--- src/rtl/pipe_addsub_pkg.sv ---
// -----------------------------------------------------------------------------
// pipe_addsub_pkg
// Shared definitions for the pipelined adder/subtractor:
//   - default WIDTH / STAGES values and the widest supported operand
//   - slice_width(): bits handled by each pipeline stage
//   - stage_t: the per-stage register record. Data fields are sized for the
//     widest legal operand so one typedef serves every parameterisation; an
//     instance only uses the low WIDTH bits of res/rem_x/rem_y.
// -----------------------------------------------------------------------------
package pipe_addsub_pkg;

  localparam int PIPE_WIDTH_DEF  = 32;
  localparam int PIPE_STAGES_DEF = 4;
  localparam int PIPE_MAX_WIDTH  = 64;

  // Number of result bits produced by each stage.
  function automatic int slice_width(input int width, input int stages);
    return width / stages;
  endfunction

  typedef struct packed {
    logic                      valid;   // stage holds an operand set
    logic [PIPE_MAX_WIDTH-1:0] res;     // finished low result bits
    logic                      carry;   // carry out of the last finished slice
    logic [PIPE_MAX_WIDTH-1:0] rem_x;   // unprocessed x bits, right-aligned
    logic [PIPE_MAX_WIDTH-1:0] rem_y;   // unprocessed effective-y bits, right-aligned
    logic                      x_sign;  // sign of x
    logic                      y_sign;  // sign of effective y (after inversion)
  } stage_t;

endpackage

--- src/rtl/pipe_addsub_slice.sv ---
// -----------------------------------------------------------------------------
// add_slice
// Purely combinational SW-bit adder slice with carry in/out. This is the only
// place in the design where arithmetic is written.
// Ports:
//   a, b  [SW-1:0]  in   slice operands
//   ci              in   carry into the slice
//   sum   [SW-1:0]  out  slice sum
//   co              out  carry out of the slice
// -----------------------------------------------------------------------------
module add_slice #(
  parameter int SW = 8
) (
  input  logic [SW-1:0] a,
  input  logic [SW-1:0] b,
  input  logic          ci,
  output logic [SW-1:0] sum,
  output logic          co
);

  logic [SW:0] total_s;

  assign total_s = {1'b0, a} + {1'b0, b} + {{SW{1'b0}}, ci};
  assign sum     = total_s[SW-1:0];
  assign co      = total_s[SW];

endmodule

--- src/rtl/pipe_addsub.sv ---
// -----------------------------------------------------------------------------
// pipe_addsub
// Pipelined add/subtract with valid/ready handshakes on both sides. The
// WIDTH-bit addition is cut into STAGES slices; stage k adds slice k plus the
// registered carry of stage k-1, so no carry chain crosses a register.
// Subtraction is x + ~y + !cin (cin acts as borrow-in, cout=1 means no borrow).
// Ports:
//   clk, rst            clock, synchronous active-high reset
//   in_valid/in_ready   input handshake; x, y, cin, sub sampled on transfer
//   out_valid/out_ready output handshake; s, cout, ovf valid with out_valid
// -----------------------------------------------------------------------------
module pipe_addsub
  import pipe_addsub_pkg::*;
#(
  parameter int WIDTH  = PIPE_WIDTH_DEF,
  parameter int STAGES = PIPE_STAGES_DEF
) (
  input  logic             clk,
  input  logic             rst,
  input  logic             in_valid,
  output logic             in_ready,
  input  logic [WIDTH-1:0] x,
  input  logic [WIDTH-1:0] y,
  input  logic             cin,
  input  logic             sub,
  output logic             out_valid,
  input  logic             out_ready,
  output logic [WIDTH-1:0] s,
  output logic             cout,
  output logic             ovf
);

  localparam int SW = slice_width(WIDTH, STAGES);

  if (WIDTH < 2 || WIDTH > PIPE_MAX_WIDTH || STAGES < 1 || STAGES > WIDTH ||
      (WIDTH % STAGES) != 0) begin : g_bad_params
    $error("pipe_addsub: illegal WIDTH/STAGES combination");
  end

  stage_t             pipe_q [STAGES];
  logic [STAGES-1:0]  valid_s;
  logic [STAGES-1:0]  adv_s;       // stage k hands its record on this cycle
  logic               accept_s;
  logic [WIDTH-1:0]   y_eff_s;
  logic               unused_par_s;

  assign y_eff_s = sub ? ~y : y;

  // Ready chain, walked from the output back: a stage may release when the
  // stage after it is empty or releasing too.
  always_comb begin
    logic down_free;
    down_free = out_ready;
    adv_s     = '0;
    for (int k = STAGES - 1; k >= 0; k--) begin
      adv_s[k]  = valid_s[k] && down_free;
      down_free = !valid_s[k] || adv_s[k];
    end
    in_ready = down_free && !rst;
    accept_s = in_valid && in_ready;
  end

  for (genvar k = 0; k < STAGES; k++) begin : g_stage
    stage_t          stage_q;
    stage_t          stage_d;
    stage_t          stage_in;
    logic [SW-1:0]   a_s;
    logic [SW-1:0]   b_s;
    logic [SW-1:0]   sum_s;
    logic            ci_s;
    logic            co_s;
    logic            load_s;

    if (k == 0) begin : g_first
      assign a_s    = x[SW-1:0];
      assign b_s    = y_eff_s[SW-1:0];
      assign ci_s   = cin ^ sub;
      assign load_s = accept_s;

      // First stage: build a fresh record from the accepted operand set.
      always_comb begin
        stage_in                  = '0;
        stage_in.valid            = 1'b1;
        stage_in.res[SW-1:0]      = sum_s;
        stage_in.carry            = co_s;
        stage_in.rem_x[WIDTH-1:0] = x;
        stage_in.rem_y[WIDTH-1:0] = y_eff_s;
        stage_in.rem_x            = stage_in.rem_x >> SW;
        stage_in.rem_y            = stage_in.rem_y >> SW;
        stage_in.x_sign           = x[WIDTH-1];
        stage_in.y_sign           = y_eff_s[WIDTH-1];
      end
    end else begin : g_next
      assign a_s    = pipe_q[k-1].rem_x[SW-1:0];
      assign b_s    = pipe_q[k-1].rem_y[SW-1:0];
      assign ci_s   = pipe_q[k-1].carry;
      assign load_s = adv_s[k-1];

      // Later stage: extend the upstream record by one finished slice.
      always_comb begin
        stage_in                   = pipe_q[k-1];
        stage_in.valid             = 1'b1;
        stage_in.res[k*SW +: SW]   = sum_s;
        stage_in.carry             = co_s;
        stage_in.rem_x             = pipe_q[k-1].rem_x >> SW;
        stage_in.rem_y             = pipe_q[k-1].rem_y >> SW;
      end
    end

    add_slice #(.SW(SW)) u_slice (
      .a   (a_s),
      .b   (b_s),
      .ci  (ci_s),
      .sum (sum_s),
      .co  (co_s)
    );

    // Next record: load from upstream, empty on release, otherwise hold.
    always_comb begin
      stage_d = stage_q;
      if (load_s) begin
        stage_d = stage_in;
      end else if (adv_s[k]) begin
        stage_d.valid = 1'b0;
      end else begin
        stage_d = stage_q;
      end
    end

    // Stage register with synchronous clear.
    always_ff @(posedge clk) begin
      if (rst) begin
        stage_q <= '0;
      end else begin
        stage_q <= stage_d;
      end
    end

    assign pipe_q[k]  = stage_q;
    assign valid_s[k] = stage_q.valid;
  end

  assign out_valid = pipe_q[STAGES-1].valid;
  assign s         = pipe_q[STAGES-1].res[WIDTH-1:0];
  assign cout      = pipe_q[STAGES-1].carry;
  // Overflow: both effective operands agree in sign but the result does not.
  assign ovf       = (pipe_q[STAGES-1].x_sign == pipe_q[STAGES-1].y_sign) &&
                     (s[WIDTH-1] != pipe_q[STAGES-1].x_sign);

  // Sink for record bits no stage reads (padding above WIDTH, spent operands).
  always_comb begin
    unused_par_s = 1'b0;
    for (int k = 0; k < STAGES; k++) begin
      unused_par_s = unused_par_s ^ (^pipe_q[k]);
    end
  end

endmodule
--- config.mk ---
export PLATFORM = sky130hd
export DESIGN_NAME = pipe_addsub
export DESIGN_NICKNAME = d
export VERILOG_FILES = /design/src/rtl/pipe_addsub_pkg.sv /design/src/rtl/pipe_addsub_slice.sv /design/src/rtl/pipe_addsub.sv
export SDC_FILE = /design/constraint.sdc
export NUM_CORES = 1
export LEC_CHECK = 0
export CORE_UTILIZATION = 45
export CTS_BUF_LIST = sky130_fd_sc_hd__clkbuf_4
export DETAILED_ROUTE_END_ITERATION = 6
export DONT_BUFFER_PORTS = 1
export SLEW_MARGIN = 10
export SYNTH_ARGS = -nofsm -noshare
export SYNTH_HDL_FRONTEND = slang
export SYNTH_SLANG_ARGS = --single-unit
--- constraint.sdc ---
create_clock -name clk -period 5.65 [get_ports clk]
set_input_delay 0.565 -clock clk [delete_from_list [all_inputs] [get_ports clk]]
set_output_delay 0.565 -clock clk [all_outputs]
set_load 0.02 [all_outputs]
## Word level (Yosys, flattened, before mapping)

Index checks and enable logic that the tools add are counted.

- Eq/ne operators: 2
- Reduce and logical (&&, ||, !) cells: 20
- Muxes and demuxes: 9
- Add/subtract/negate cells: 8
- Bitwise operators: 2

Operators with widths:

| operator | count |
|---|---|
| two-way mux 196 bit | 4 |
| adder 8 x 8 -> 9 bit | 4 |
| adder 9 x 1 -> 9 bit | 4 |
| two-way mux 32 bit | 1 |
| inverter 32 bit | 1 |
| nonzero test 2 bit | 4 |
| logical AND 1 bit | 7 |
| zero test 1 bit | 5 |
| logical OR 1 bit | 4 |
| two-way mux 1 bit | 4 |
| == test 1 bit | 1 |
| inequality test 1 bit | 1 |
| XOR 1 bit | 1 |

- Flip-flop bits (word level): 192
- Input bits: 70
- Output and inout port bits: 36

## Depth between registers and ports, before layout

- Word-level depth: 11
- Depth in mapped cells: 10
- Depth with buffers taken out: 8

## Modules after synthesis

Synthesis repeated with hierarchy kept, for this count alone.

- Cell total of the unflattened synthesis: 1072
- Area, all modules: 9275.1 µm²

Modules (own cells, without submodules):

| module | times used | area each (µm²) | cells an instance |
|---|---|---|---|
| pipe_addsub | 1 | 7948.9 | 908 |
| add_slice (g_stage[0].u_slice ...) | 2 | 331.6 | 40 |
| add_slice (g_stage[2].u_slice ...) | 2 | 331.6 | 42 |

## Worst setup path after synthesis

Ideal clock, no wire load.

- Kind: input port to flip-flop
- Start point: input sub
- End point: register g_stage[0].stage_q[135] (netlist name)
- Cell stages on the path: 10
- Arrival: 2.516 ns
- Setup slack: 3.018 ns
- Data required time: 5.534 ns
- Buffers on the path: 2
- Setup time: 0.116 ns
- Cell sequence: clkbuf_1 > buf_2 > xor2_1 > fa_1 > inv_1 > fa_1 > nor2b_1 > o31a_1 > a211oi_1 > a31o_2

- Longest elaborated chain between the ends: 3
- Elaborated cells between the ends (all ways): 4

RTL lines:

| what | RTL line | RTL |
|---|---|---|
| start: declaration | pipe_addsub.sv:25 | `input logic sub,` |
| two-way mux 32 bit | pipe_addsub.sv:47 | `assign y_eff_s = sub ? ~y : y;` |
| adder 8 x 8 -> 9 bit | pipe_addsub_slice.sv:23 | `assign total_s = {1'b0, a} + {1'b0, b} + {{SW{1'b0}}, ci};` |
| adder 9 x 1 -> 9 bit (*) | pipe_addsub_slice.sv:23 |  |
| end signal: assignment | pipe_addsub.sv:135 | `stage_q <= stage_d;` |
| end: declaration | pipe_addsub.sv:64 | `stage_t stage_q;` |

Mark *: on every way between the ends. The rest lies on a longest branch, timed or not.
A chain may end at the register's enable or synchronous reset.

## Final worst setup path

- Start point: register g_stage[3].stage_q, in the netlist out_valid
- End point: output in_ready

- Longest elaborated chain between the ends: 9
- Elaborated cells between the ends (all ways): 10

RTL lines:

| what | RTL line | RTL |
|---|---|---|
| start: declaration | pipe_addsub.sv:64 |  |
| start signal: assignment | pipe_addsub.sv:135 |  |
| zero test 1 bit / logical AND 1 bit (equally long branches) | pipe_addsub.sv:57, pipe_addsub.sv:56 |  |
| logical OR 1 bit (*) | pipe_addsub.sv:57 | `down_free = !valid_s[k] \|\| adv_s[k];` |
| logical AND 1 bit (*) | pipe_addsub.sv:56 | `adv_s[k] = valid_s[k] && down_free;` |
| logical OR 1 bit (*) | pipe_addsub.sv:57 |  |
| logical AND 1 bit (*) | pipe_addsub.sv:56 |  |
| logical OR 1 bit (*) | pipe_addsub.sv:57 |  |
| logical AND 1 bit (*) | pipe_addsub.sv:56 |  |
| logical OR 1 bit (*) | pipe_addsub.sv:57 |  |
| logical AND 1 bit (*) | pipe_addsub.sv:59 | `in_ready = down_free && !rst;` |
| end: declaration | pipe_addsub.sv:21 | `output logic in_ready,` |

Marked as above.

==> out/metrics.cfg <==
[outcome]
status = finished, violations left
violations = DRC

[worst_setup_path]
ff2ff_setup_slack_ns = 3.33
path_delay_family = flip-flops
crit_start = out_valid$_SDFFE_PP0P_
critPathCaptureType = output pin
setup.worst_path.class = flip-flop to output pin
timing.rr.start = g_stage[2].stage_q[2]$_SDFFE_PP0P_
worst-endpoint-arrival_ns = 1.99
crit_required_ns = 5.09
crit_chain = and4b_1 -> a21oi_1
path_max_fanout = 7
worst-path-buf-inv = 0
start_kind = flip-flop
critPathCapture = in_ready
r2r.worst_path.cells = 6
rr_endpoint = cout$_SDFFE_PP0P_
max_stage_delay_ns = 0.57
cp_slowest_cell = dfxtp_1
path_depth = 2

[die]
start_util_pct = 46.12
std_cell_rows = 49
dieHeight_um = 138.1
core-area_sq_mm = 0.01809
die_x_um = 138.1
dieArea_sq_mm = 0.01908
pin_count = 106

[global_route]
grt_use_total_pct = 18.56
grt_max_degree = 135
grt_pass1_vias = 5502
gr-total-overflow = 0
grt_antenna_before_repair = 1
grt_pass1_wl_um = 28760

[sta]
max_slew_margin_pct = 26.03
setup_slack_ns = 3.100
setup_viol = 0
timing.hold.ws_ns = 0.06453
hold_viol = 0
maxSlewViolCount = 0
rsz0062_at_grt = false
final.setup_skew_ns = 0.01722
fmax_ghz = 0.3921
worst_slew_pin_slew_ns = 1.107
fin_tns_setup_ns = 0
period_share_pct = 45.14
period_needed_ns = 2.550

[clock_network]
path_clk_slew_ns = 0.15
h-tree-depth = 4
cts_made_buffers = 17
cts_root_buf = clkbuf_4
cts_setup_buffers = 0
cts_tree = built
insertion_delay_ns = 0.58
clk_path_buf_depth = 2
cts.sinks = 186

[synthesis]
synth_top_family_by_area = simple AND/OR/NAND/NOR gates
synthCells = 1017
synth-simple-area-share_pct = 19.44
synthAdderAreaFrac_pct = 6.121
synthMuxAreaShare_pct = 0
synthesis.nets = 1123
synth_compound_area_share_pct = 18.57
syn_area_per_cell_sq_um = 8.201
ys_types = 57
ys_async_sr_fraction_pct = 0
synthesis.area_sq_mm = 0.008340
synth_edf_count = 0
yosysWarnings = 0
ys_seq_area_share_pct = 44.64
synth_seq_cells = 186
synth_top_flop_cell = dfxtp_1
synthXorXnorAreaFrac_pct = 3.990

[drt]
wl_per_cell_um = 14.89
ant_nets = 0
drt_iter0_drc = 403
via_per_inst = 5.230
vias = 6213
totalWireLength_um = 17690
drc = 18
first_pass_iters = 7

[pwr]
power_mw = 2.322
irDropWorstVdd_uv = 126.6
power.density_mw_per_mm2 = 276.3
power_leakage_nw = 2.994

[placed_design]
numPortBuffers = 0
dp.cells = 1154
routabilityCongestion = 0.8241
dp_hpwl_um = 12000
dpl-instance-area_sq_mm = 0.008134
dp_slack_ns = 3.347

[hold_path]
hold_path.class = input port to flip-flop

[cells_and_area]
final_cells = 1188
finalInstanceArea_sq_mm = 0.008404
areaGrowthSynthToFinish_pct = 0.7651
layout_commonest_cell = nand2_1
nets = 1051
nFillCells = 1894
seqCellArea_sq_mm = 0.003724
drive_gt1_share_pct = 4.697
most-common-layout-cells = 274 x nand2_1, 186 x dfxtp_1, 125 x a21oi_1, 65 x o21ai_0, 37 x nand3_1
fin_util_pct = 46.47
multiInputGateArea_sq_mm = 0.004026

[run]
drv_cap = 0

## area by class of cell
| class | instances | share of cell area (%) |
|---|---|---|
| Antenna cell | 1 | 0.02978 |
| Inverter | 12 | 0.5360 |
| Clock inverter | 14 | 1.459 |
| Timing Repair Buffer | 7 | 0.7444 |
| Tap cell | 229 | 3.409 |
| Sequential cell | 186 | 44.31 |
| Multi-Input combinational cell | 721 | 47.91 |
| Clock buffer | 18 | 1.608 |
## Yosys cell counts (4+ instances only)
| cell | instances | area (sq um) |
|---|---|---|
| clkbuf_1 | 30 | 112.6 |
| dfxtp_1 | 186 | 3724 |
| and2_1 | 4 | 25.02 |
| nand2_1 | 274 | 1028 |
| or3_1 | 9 | 56.30 |
| o21ai_1 | 5 | 25.02 |
| nand4_1 | 6 | 37.54 |
| ha_1 | 28 | 350.3 |
| buf_4 | 40 | 300.3 |
| a21oi_1 | 125 | 625.6 |
| o21a_1 | 4 | 30.03 |
| a211oi_1 | 17 | 127.6 |
| buf_2 | 20 | 100.1 |
| a211o_1 | 7 | 61.31 |
| xor2_1 | 10 | 87.58 |
| a21o_1 | 8 | 60.06 |
| nand3_1 | 37 | 185.2 |
| xnor2_1 | 28 | 245.2 |
| o21ai_0 | 65 | 325.3 |
| nand2b_1 | 4 | 25.02 |
| nor2_1 | 23 | 86.33 |
| inv_1 | 11 | 41.29 |
| nor3_1 | 4 | 20.02 |
| and3_1 | 5 | 31.28 |
| or2_2 | 4 | 25.02 |
| fa_1 | 8 | 160.2 |
| a2111o_1 | 4 | 45.04 |
| o211ai_1 | 10 | 75.07 |
| buf_1 | 6 | 22.52 |
## cell families after synthesis
| group | Yosys count |
|---|---|
| and+or+nand+nor | 383 |
| DFF | 186 |
| buffers and inverters | 110 |
| AOI/OAI and AO/OA | 264 |
| adders and majority gates | 36 |
| xor gates and xnor gates | 38 |
## flip-flops by register name, summed over array words and instances (netlist names)
| register | cells |
|---|---|
| g_stage.stage_q | 149 |
| s | 32 |
| g_stage.ci_s | 3 |
| cout | 1 |
| out_valid | 1 |
## repair_timing
| action | in CTS | in global routing |
|---|---|---|
| gates resized for setup | 0 | 0 |
| hold buffers | 0 | 1 |
| hold endpoints to repair | 0 | 8 |
## per-layer routing
layer | up-vias | wire (um) | GRT usage, % | part of all wire, %
met2 | 148 | 6573 | 23.55 | 37
met4 | 0 | 197 | 5.795 | 1.1
li1 | 3294 | - | - | -
met5 | - | 0 | 0 | 0
met3 | 16 | 921 | 4.122 | 5.2
met1 | 2755 | 9992 | 30.00 | 56
## power by group
part,internal [mW],switching [mW],total (mW)
Clock,0.226,0.462,0.688
Combinational,0.0939,0.134,0.228
Sequential,1.37,0.0395,1.41
## how the worst min path moves through the flow
| stage | start | to | depth (start not counted) |
|---|---|---|---|
| floorplan | g_stage[0].stage_q[136]$_SDFFE_PP0P_ | g_stage[1].stage_q[136]$_SDFFE_PP0P_ | 2 |
| global placement | g_stage[1].stage_q[16]$_SDFFE_PP0P_ | g_stage[2].stage_q[8]$_SDFFE_PP0P_ | 2 |
| detailed placement | g_stage[0].stage_q[22]$_SDFFE_PP0P_ | g_stage[1].stage_q[14]$_SDFFE_PP0P_ | 2 |
| CTS | rst | g_stage[1].stage_q[12]$_SDFFE_PP0P_ | 1 |
| global route | rst | g_stage[1].stage_q[67]$_SDFFE_PP0P_ | 1 |
| finish | rst | g_stage[1].stage_q[68]$_SDFFE_PP0P_ | 1 |
Note: power is estimated with default switching activity, not from simulation.
